<file path="src/rtl/ula_controle_multiciclo.sv">
// Multicycle MIPS main control unit: sequences fetch/decode/execute,
// drives the datapath enables and mux selects, produces the ALU
// operation and carry-in for the shared ULA, and counts retired
// instructions.
module ula_controle_multiciclo #(
  parameter int unsigned CONT_W = 32
) (
  input  logic              clk,
  input  logic              rst,
  input  logic [5:0]        opcode,
  input  logic [5:0]        funct,
  input  logic              zero,
  output logic              pc_en,
  output logic              iord,
  output logic              mem_write,
  output logic              ir_write,
  output logic              reg_dst,
  output logic              mem_to_reg,
  output logic              reg_write,
  output logic              ula_src_a,
  output logic [1:0]        ula_src_b,
  output logic [1:0]        pc_src,
  output logic [2:0]        ULAcontrole,
  output logic              ula_cin,
  output logic [3:0]        estado,
  output logic [CONT_W-1:0] instr_count
);

  // Opcodes recognised in DECODE / MEMADR
  localparam logic [5:0] OP_RTYPE = 6'b000000;
  localparam logic [5:0] OP_LW    = 6'b100011;
  localparam logic [5:0] OP_SW    = 6'b101011;
  localparam logic [5:0] OP_BEQ   = 6'b000100;
  localparam logic [5:0] OP_ADDI  = 6'b001000;
  localparam logic [5:0] OP_J     = 6'b000010;

  // R-type function codes
  localparam logic [5:0] FN_ADD = 6'b100000;
  localparam logic [5:0] FN_SUB = 6'b100010;
  localparam logic [5:0] FN_AND = 6'b100100;
  localparam logic [5:0] FN_OR  = 6'b100101;
  localparam logic [5:0] FN_SLT = 6'b101010;

  // ULA operation encodings
  localparam logic [2:0] ALU_AND = 3'b000;
  localparam logic [2:0] ALU_OR  = 3'b001;
  localparam logic [2:0] ALU_ADD = 3'b010;
  localparam logic [2:0] ALU_SUB = 3'b110;
  localparam logic [2:0] ALU_SLT = 3'b111;

  // Internal ALU-op class driven by the FSM
  localparam logic [1:0] ULAOP_ADD   = 2'b00;
  localparam logic [1:0] ULAOP_SUB   = 2'b01;
  localparam logic [1:0] ULAOP_FUNCT = 2'b10;

  // Mux select encodings
  localparam logic [1:0] SRCB_B      = 2'b00;
  localparam logic [1:0] SRCB_FOUR   = 2'b01;
  localparam logic [1:0] SRCB_IMM    = 2'b10;
  localparam logic [1:0] SRCB_IMM_SH = 2'b11;
  localparam logic [1:0] PCSRC_ULA   = 2'b00;
  localparam logic [1:0] PCSRC_OUT   = 2'b01;
  localparam logic [1:0] PCSRC_JUMP  = 2'b10;

  typedef enum logic [3:0] {
    S_FETCH    = 4'd0,
    S_DECODE   = 4'd1,
    S_MEMADR   = 4'd2,
    S_MEMREAD  = 4'd3,
    S_MEMWB    = 4'd4,
    S_MEMWRITE = 4'd5,
    S_EXECUTE  = 4'd6,
    S_ALUWB    = 4'd7,
    S_BRANCH   = 4'd8,
    S_ADDIEX   = 4'd9,
    S_ADDIWB   = 4'd10,
    S_JUMP     = 4'd11
  } state_t;

  state_t              r_state;
  state_t              w_next;
  state_t              w_dec_state;
  logic                w_retire;
  logic [CONT_W-1:0]   r_count;
  logic                w_pc_write;
  logic                w_branch;
  logic                w_ir_write;
  logic                w_mem_write;
  logic                w_reg_write;
  logic [1:0]          w_ula_op;

  // Next-state selection; illegal encodings fall back to FETCH
  always_comb begin
    w_next = S_FETCH;
    case (r_state)
      S_FETCH:   w_next = S_DECODE;
      S_DECODE: begin
        case (opcode)
          OP_LW,
          OP_SW:    w_next = S_MEMADR;
          OP_RTYPE: w_next = S_EXECUTE;
          OP_BEQ:   w_next = S_BRANCH;
          OP_ADDI:  w_next = S_ADDIEX;
          OP_J:     w_next = S_JUMP;
          default:  w_next = S_FETCH;
        endcase
      end
      S_MEMADR:  w_next = (opcode == OP_SW) ? S_MEMWRITE : S_MEMREAD;
      S_MEMREAD: w_next = S_MEMWB;
      S_EXECUTE: w_next = S_ALUWB;
      S_ADDIEX:  w_next = S_ADDIWB;
      default:   w_next = S_FETCH;
    endcase
  end

  // An instruction retires on leaving its last state, or DECODE for a NOP opcode
  always_comb begin
    w_retire = 1'b0;
    case (r_state)
      S_MEMWB, S_MEMWRITE, S_ALUWB,
      S_BRANCH, S_ADDIWB, S_JUMP: w_retire = 1'b1;
      S_DECODE:                   w_retire = (w_next == S_FETCH);
      default:                    w_retire = 1'b0;
    endcase
  end

  // State register and retired-instruction counter
  always_ff @(posedge clk) begin
    if (rst) begin
      r_state <= S_FETCH;
      r_count <= '0;
    end else begin
      r_state <= w_next;
      if (w_retire) begin
        r_count <= r_count + CONT_W'(1);
      end
    end
  end

  // Moore output decode; reset shows FETCH values with writes suppressed
  always_comb begin
    w_dec_state = rst ? S_FETCH : r_state;
    w_pc_write  = 1'b0;
    w_branch    = 1'b0;
    w_ir_write  = 1'b0;
    w_mem_write = 1'b0;
    w_reg_write = 1'b0;
    w_ula_op    = ULAOP_ADD;
    iord        = 1'b0;
    reg_dst     = 1'b0;
    mem_to_reg  = 1'b0;
    ula_src_a   = 1'b0;
    ula_src_b   = SRCB_B;
    pc_src      = PCSRC_ULA;
    case (w_dec_state)
      S_FETCH: begin
        w_ir_write = 1'b1;
        w_pc_write = 1'b1;
        ula_src_b  = SRCB_FOUR;
      end
      S_DECODE: begin
        ula_src_b = SRCB_IMM_SH;
      end
      S_MEMADR, S_ADDIEX: begin
        ula_src_a = 1'b1;
        ula_src_b = SRCB_IMM;
      end
      S_MEMREAD: begin
        iord = 1'b1;
      end
      S_MEMWB: begin
        w_reg_write = 1'b1;
        mem_to_reg  = 1'b1;
      end
      S_MEMWRITE: begin
        iord        = 1'b1;
        w_mem_write = 1'b1;
      end
      S_EXECUTE: begin
        ula_src_a = 1'b1;
        w_ula_op  = ULAOP_FUNCT;
      end
      S_ALUWB: begin
        w_reg_write = 1'b1;
        reg_dst     = 1'b1;
      end
      S_BRANCH: begin
        ula_src_a = 1'b1;
        w_ula_op  = ULAOP_SUB;
        pc_src    = PCSRC_OUT;
        w_branch  = 1'b1;
      end
      S_ADDIWB: begin
        w_reg_write = 1'b1;
      end
      S_JUMP: begin
        pc_src     = PCSRC_JUMP;
        w_pc_write = 1'b1;
      end
      default: begin
      end
    endcase

    ULAcontrole = ALU_ADD;
    ula_cin     = 1'b0;
    case (w_ula_op)
      ULAOP_SUB: begin
        ULAcontrole = ALU_SUB;
        ula_cin     = 1'b1;
      end
      ULAOP_FUNCT: begin
        case (funct)
          FN_SUB: begin
            ULAcontrole = ALU_SUB;
            ula_cin     = 1'b1;
          end
          FN_AND:  ULAcontrole = ALU_AND;
          FN_OR:   ULAcontrole = ALU_OR;
          FN_SLT: begin
            ULAcontrole = ALU_SLT;
            ula_cin     = 1'b1;
          end
          FN_ADD:  ULAcontrole = ALU_ADD;
          default: ULAcontrole = ALU_ADD;
        endcase
      end
      default: begin
      end
    endcase

    pc_en     = ~rst & (w_pc_write | (w_branch & zero));
    ir_write  = ~rst & w_ir_write;
    mem_write = ~rst & w_mem_write;
    reg_write = ~rst & w_reg_write;
    estado    = w_dec_state;
  end

  assign instr_count = r_count;

endmodule

</file>
<file path="config.mk">
export PLATFORM = sky130hd
export DESIGN_NAME = ula_controle_multiciclo
export DESIGN_NICKNAME = d
export VERILOG_FILES = /design/src/rtl/ula_controle_multiciclo.sv
export SDC_FILE = /design/constraint.sdc
export NUM_CORES = 1
export LEC_CHECK = 0
export ABC_AREA = 1
export CELL_PAD_IN_SITES_DETAIL_PLACEMENT = 2
export CELL_PAD_IN_SITES_GLOBAL_PLACEMENT = 2
export CORE_ASPECT_RATIO = 0.6
export CORE_MARGIN = 5
export CORE_UTILIZATION = 25
export DETAILED_ROUTE_END_ITERATION = 8
export PLACE_DENSITY_LB_ADDON = 0.08
export SKIP_CTS_REPAIR_TIMING = 1
export SYNTH_ARGS = -nofsm -noshare
export SYNTH_HDL_FRONTEND = slang
export SYNTH_SLANG_ARGS = --single-unit
</file>
<file path="constraint.sdc">
create_clock -name clk -period 4.1 [get_ports clk]
set_input_delay 0.615 -clock clk [delete_from_list [all_inputs] [get_ports clk]]
set_output_delay 0.615 -clock clk [all_outputs]
set_load 0.05 [all_outputs]
</file>
======== Word-level counts from Yosys, hierarchy flattened ========
Index checks and enable logic that the tools add are counted.
operators by class
  bitwise gates (word level) .............. 7
  add/subtract/negate cells ............... 1
  muxes and demuxes ....................... 21
  equality and inequality tests ........... 33
  reductions and logical operators ........ 12
operators with widths
  cell                   count
  $eq 6x6->1 const B     6
  $add 32x1->32 const B  1
  $eq 4x3->1 const B     8
  $eq 4x4->1 const B     8
  $pmux 4 s6             1
  $pmux 4 s5             1
  $eq 4x2->1 const B     4
  $logic_not 4->1        3
  $pmux 3 s4             1
  $mux 1                 10
  $reduce_or 2->1        5
  $eq 4x1->1 const B     2
  $pmux 2 s2             2
  $eq 6x2->1 const B     1
  $eq 6x3->1 const B     1
  $eq 6x4->1 const B     1
  $logic_not 6->1        1
  $pmux 2 s3             1
  $pmux 3 s2             1
  $reduce_or 6->1        1
  $and 1x1->1            5
  $mux 4                 1
  $pmux 1 s2             2
  $reduce_or 4->1        1
  other kinds (6)        6
storage, ports and cells
  input port bits ......................... 15
  bits in registers ....................... 36

======== Logic depth before layout (Yosys ltp) ========
  depth after elaboration ................. 6
  mapped depth ............................ 13
  depth with buffers taken out ............ 13

======== Worst setup path after synthesis ========
OpenSTA, ideal clock, no wires.
  path kind ............................... input -> output
  from .................................... input rst
  to ...................................... output reg_write
  stages .................................. 5
  setup slack ............................. 0.198 ns
  arrival time ............................ 3.287 ns
  cells stage by stage .................... nor2_1 nand2_1 nor3_1 nor2_1 o21ai_0
on the way
  longest elaborated chain between the ends .. 5
ends and longest elaborated chain
  what                                             RTL line  source
  from (decl)                                      9         input logic rst,
  $mux 4                                           142       w_dec_state = rst ? S_FETCH : r_state;
  $eq 4x4->1 / $eq 4x3->1 (equally long branches)  155       case (w_dec_state)
  $reduce_or 3->1 (no line)                        -
  $mux 1                                           155
  $and 1x1->1 *                                    234       reg_write = ~rst & w_reg_write;
  to (decl)                                        19        output logic reg_write,
Every way passes the cells marked *; elsewhere a longest branch is shown, timed or not.

======== Worst setup path after layout ========
  from .................................... input rst
  to ...................................... output ula_src_a
on the way
  longest elaborated chain between the ends .. 4
ends and longest elaborated chain
  what                                RTL line  source
  $mux 4 *                            142
  $eq 4x4->1 (tied with other cells)  155
  $reduce_or 4->1 (no line) *         -
  $mux 1 *                            155
  to (decl)                           20        output logic ula_src_a,
Marked as above.

==> out/qor.json <==
{
  "setup.worst_path.start": "rst",
  "outcome": "completed",
  "netlist_area_sq_um": 2560,
  "final.setup_skew_ns": 0.00749,
  "antennaDiodeCount": 0,
  "worstSkewPairLatency_ns": 0.28,
  "worst_slew_pin_slew_ns": 0.843,
  "floorplan.die.width_microns": 141,
  "groute.layer.met2.usage_pct": 24.6,
  "syn_inst": 421,
  "cpPeakStageDelay_ns": 0.58,
  "track_usage_pct": 17.2,
  "place_worst_setup_slack_ns": 1.06,
  "critical_path.endpoint_type": "output port",
  "cts_buffer_depth": 2,
  "worstSetupEndpoint": "ula_src_a",
  "final_critical_path_setup_slack_ns": 1.06,
  "worstRegToRegCells": 13,
  "instances_no_fill": 620,
  "synth_fp_nets": 439,
  "drt_first_pass_iters": 4,
  "critPathSlowestCell": "sky130_fd_sc_hd__clkdlybuf4s50_1",
  "initial_utilization_pct": 25.8,
  "crit_arrival_ns": 2.43,
  "crit_chain": "clkdlybuf4s50_1, buf_4, inv_1, o21ai_0, nand3_1, buf_4",
  "gr-max-usage-layer": "met1",
  "ys.warnings.count": 0,
  "cp_max_fo": 35,
  "place_inst": 612,
  "synth_area_leaders": "sky130_fd_sc_hd__dfxtp_1, sky130_fd_sc_hd__nand2_1, sky130_fd_sc_hd__nand3_1, sky130_fd_sc_hd__nor2_1, sky130_fd_sc_hd__a21oi_1",
  "antenna_violating_nets_post_route": 0,
  "worst_slew_margin_rel_pct": 43.4,
  "synth_top_area_share_pct": 28.1,
  "post_drt_wl_per_cell_microns": 16.8,
  "grt_antenna_before_repair": 0,
  "fillcell_total": 1215,
  "tritoncts_num_sinks": 36,
  "final_report_setup_violation_count": 0,
  "max_cap_violations": 0,
  "ys_ff_latch": 36,
  "die_area_sq_um": 12400,
  "core_area_sq_um": 9950,
  "cts_buffers": 5,
  "library_cell_occupying_the_most_area_in_the_post_synthesis_netlist": "sky130_fd_sc_hd__dfxtp_1",
  "setup_repair_after_global_routing_missed_its_margin": "false",
  "final_nets": 502,
  "critical_path.most_common_cell": "sky130_fd_sc_hd__buf_4",
  "gpl.final_weighted_congestion": 0.835,
  "whs_ns": 0.529,
  "syn_avg_cell_area_sq_um": 6.09,
  "place_area_sq_um": 3370,
  "i_o_pins": 67,
  "ir_worst_vdd_mv": 0.134,
  "grtUsageMet3_pct": 3.19,
  "grt_pass1_wl_mm": 17.1,
  "via_count_of_the_first_global_routing_pass": 3078,
  "ys_types": 26,
  "post_dr_vias_cell": 4.82,
  "timing.rr.start": "r_state[1]",
  "req_time_crit_path_ns": 3.48,
  "mostFrequentLayoutCells": "sky130_fd_sc_hd__nand2_1, sky130_fd_sc_hd__nor2_1, sky130_fd_sc_hd__clkdlybuf4s50_1, sky130_fd_sc_hd__nand3_1, sky130_fd_sc_hd__inv_1",
  "dieHeight_microns": 88.4,
  "min_period_ns": 3.04,
  "slew_violations": 0,
  "min_path_type": "reg2reg",
  "regToRegEndpoint": "instr_count[0]",
  "final-hold-violation-count": 0,
  "maxClockFrequency_mhz": 328,
  "cts_tree": "done",
  "power_per_cell_area_nw_per_um2": 256,
  "fin_tns_setup_ns": 0,
  "rrSetupSlack_ns": 1.74,
  "globalRouteMet1Util_pct": 27.0,
  "crit_path_start_kind": "input port",
  "totalPowerFinal_mw": 0.906,
  "clkSlewWorstSetupHoldPaths_ns": 0.06,
  "fp-row-count": 28,
  "yosysSeqAreaShare_pct": 28.1,
  "postRouteWirelength_mm": 10.4,
  "synthToLayoutAreaGrowth_pct": 38.0,
  "cts.root.buffer_cell": "sky130_fd_sc_hd__clkbuf_16",
  "drcViolationCount": 0,
  "maximum_number_of_pins_on_one_net_before_global_route_repair": 36,
  "drt-initial-drc-count": 124,
  "routed-via-count": 2991,
  "number_of_levels_in_the_clock_h_tree": 2,
  "total_leakage_power_nw": 1.35,
  "port-buffer-count": 66,
  "overflow": 0,
  "post-route-period-util_pct": 74.3,
  "type_of_the_setup_path_with_the_least_slack": "in2out",
  "layout.core_utilization_pct": 35.6,
  "finished_layout_cell_area_sq_um": 3540,
  "layout_commonest_cell": "sky130_fd_sc_hd__nand2_1",
  "hpwl_dp_mm": 8.34,
  "drive_above_1_share_pct": 7.01
}
-- Yosys cell counts --
cell type	number
sky130_fd_sc_hd__inv_1	39
sky130_fd_sc_hd__buf_6	3
sky130_fd_sc_hd__xnor2_1	11
sky130_fd_sc_hd__dfxtp_1	36
sky130_fd_sc_hd__a21oi_1	36
sky130_fd_sc_hd__nor3_1	16
sky130_fd_sc_hd__a21oi_2	1
sky130_fd_sc_hd__buf_1	4
sky130_fd_sc_hd__nand2_1	111
sky130_fd_sc_hd__nand3_1	50
sky130_fd_sc_hd__ha_1	3
sky130_fd_sc_hd__a31oi_1	1
sky130_fd_sc_hd__nor2_2	2
sky130_fd_sc_hd__nand2_2	3
sky130_fd_sc_hd__nor4_1	1
sky130_fd_sc_hd__nor2_1	60
sky130_fd_sc_hd__nand2_4	2
sky130_fd_sc_hd__inv_2	2
sky130_fd_sc_hd__xor2_1	17
sky130_fd_sc_hd__nand3b_1	2
sky130_fd_sc_hd__o21ai_0	6
sky130_fd_sc_hd__clkbuf_1	3
sky130_fd_sc_hd__nand4_1	7
sky130_fd_sc_hd__a211o_1	1
sky130_fd_sc_hd__buf_2	3
sky130_fd_sc_hd__o22ai_1	1
-- worst min path at each step --
stage                                from              end  slack [ns]  depth (start not counted)
final                     instr_count[30]  instr_count[30]        0.53                          2
after global routing      instr_count[17]  instr_count[17]        0.56                          2
after CTS                 instr_count[17]  instr_count[17]        0.53                          2
after detailed placement  instr_count[31]  instr_count[31]        0.52                          2
after global placement    instr_count[31]  instr_count[31]        0.51                          2
after floorplan                r_state[2]       r_state[3]        0.62                          3
-- critical path, delay by kind of cell --
kind            cells  cell delay (ns)
buf+inv             4             1.41
compound gates      1             0.24
simple gates        1             0.16
-- final cells by class --
| type | instances | area, sq um | share of cell area [%] |
|---|---|---|---|
| clock inverter | 3 | 42.5 | 1.20 |
| multi-input combinational | 331 | 1610 | 45.6 |
| inverter | 41 | 154 | 4.35 |
| timing repair buffer | 69 | 713 | 20.2 |
| clock buffer | 5 | 125 | 3.54 |
| tap | 135 | 169 | 4.77 |
| sequential | 36 | 721 | 20.4 |
-- sequential cells by signal, indices dropped and copies added, names as in the netlist --
register	flops
instr_count	32
r_state	4
-- kinds of logic (layout without fill, tap and decap cells) --
logic type               count (synthesis)  in the layout  synth area share, %
buffers and inverters                   54            118                 8.93
adder cells (fa/ha/maj)                  3              3                 1.46
AO/OA/AOI/OAI                           46             46                 9.37
flip-flops                              36             36                 28.1
AND/OR/NAND/NOR                        254            254                 42.6
XOR/XNOR                                28             28                 9.57
-- per-layer routing --
layer | vias to the layer above | wire length, microns
li1 | 1484 | -
met1 | 1452 | 6000
met2 | 50 | 3990
met3 | 5 | 375
met4 | 0 | 51
met5 | - | 0
-- power breakdown --
part,internal [mW],switching (mW),total [mW],leakage (nW)
clock,0.286,0.159,0.445,0.0798
combinational,0.0324,0.0715,0.104,0.982
sequential,0.352,0.00523,0.357,0.290
(Power assumes the default switching activity.)
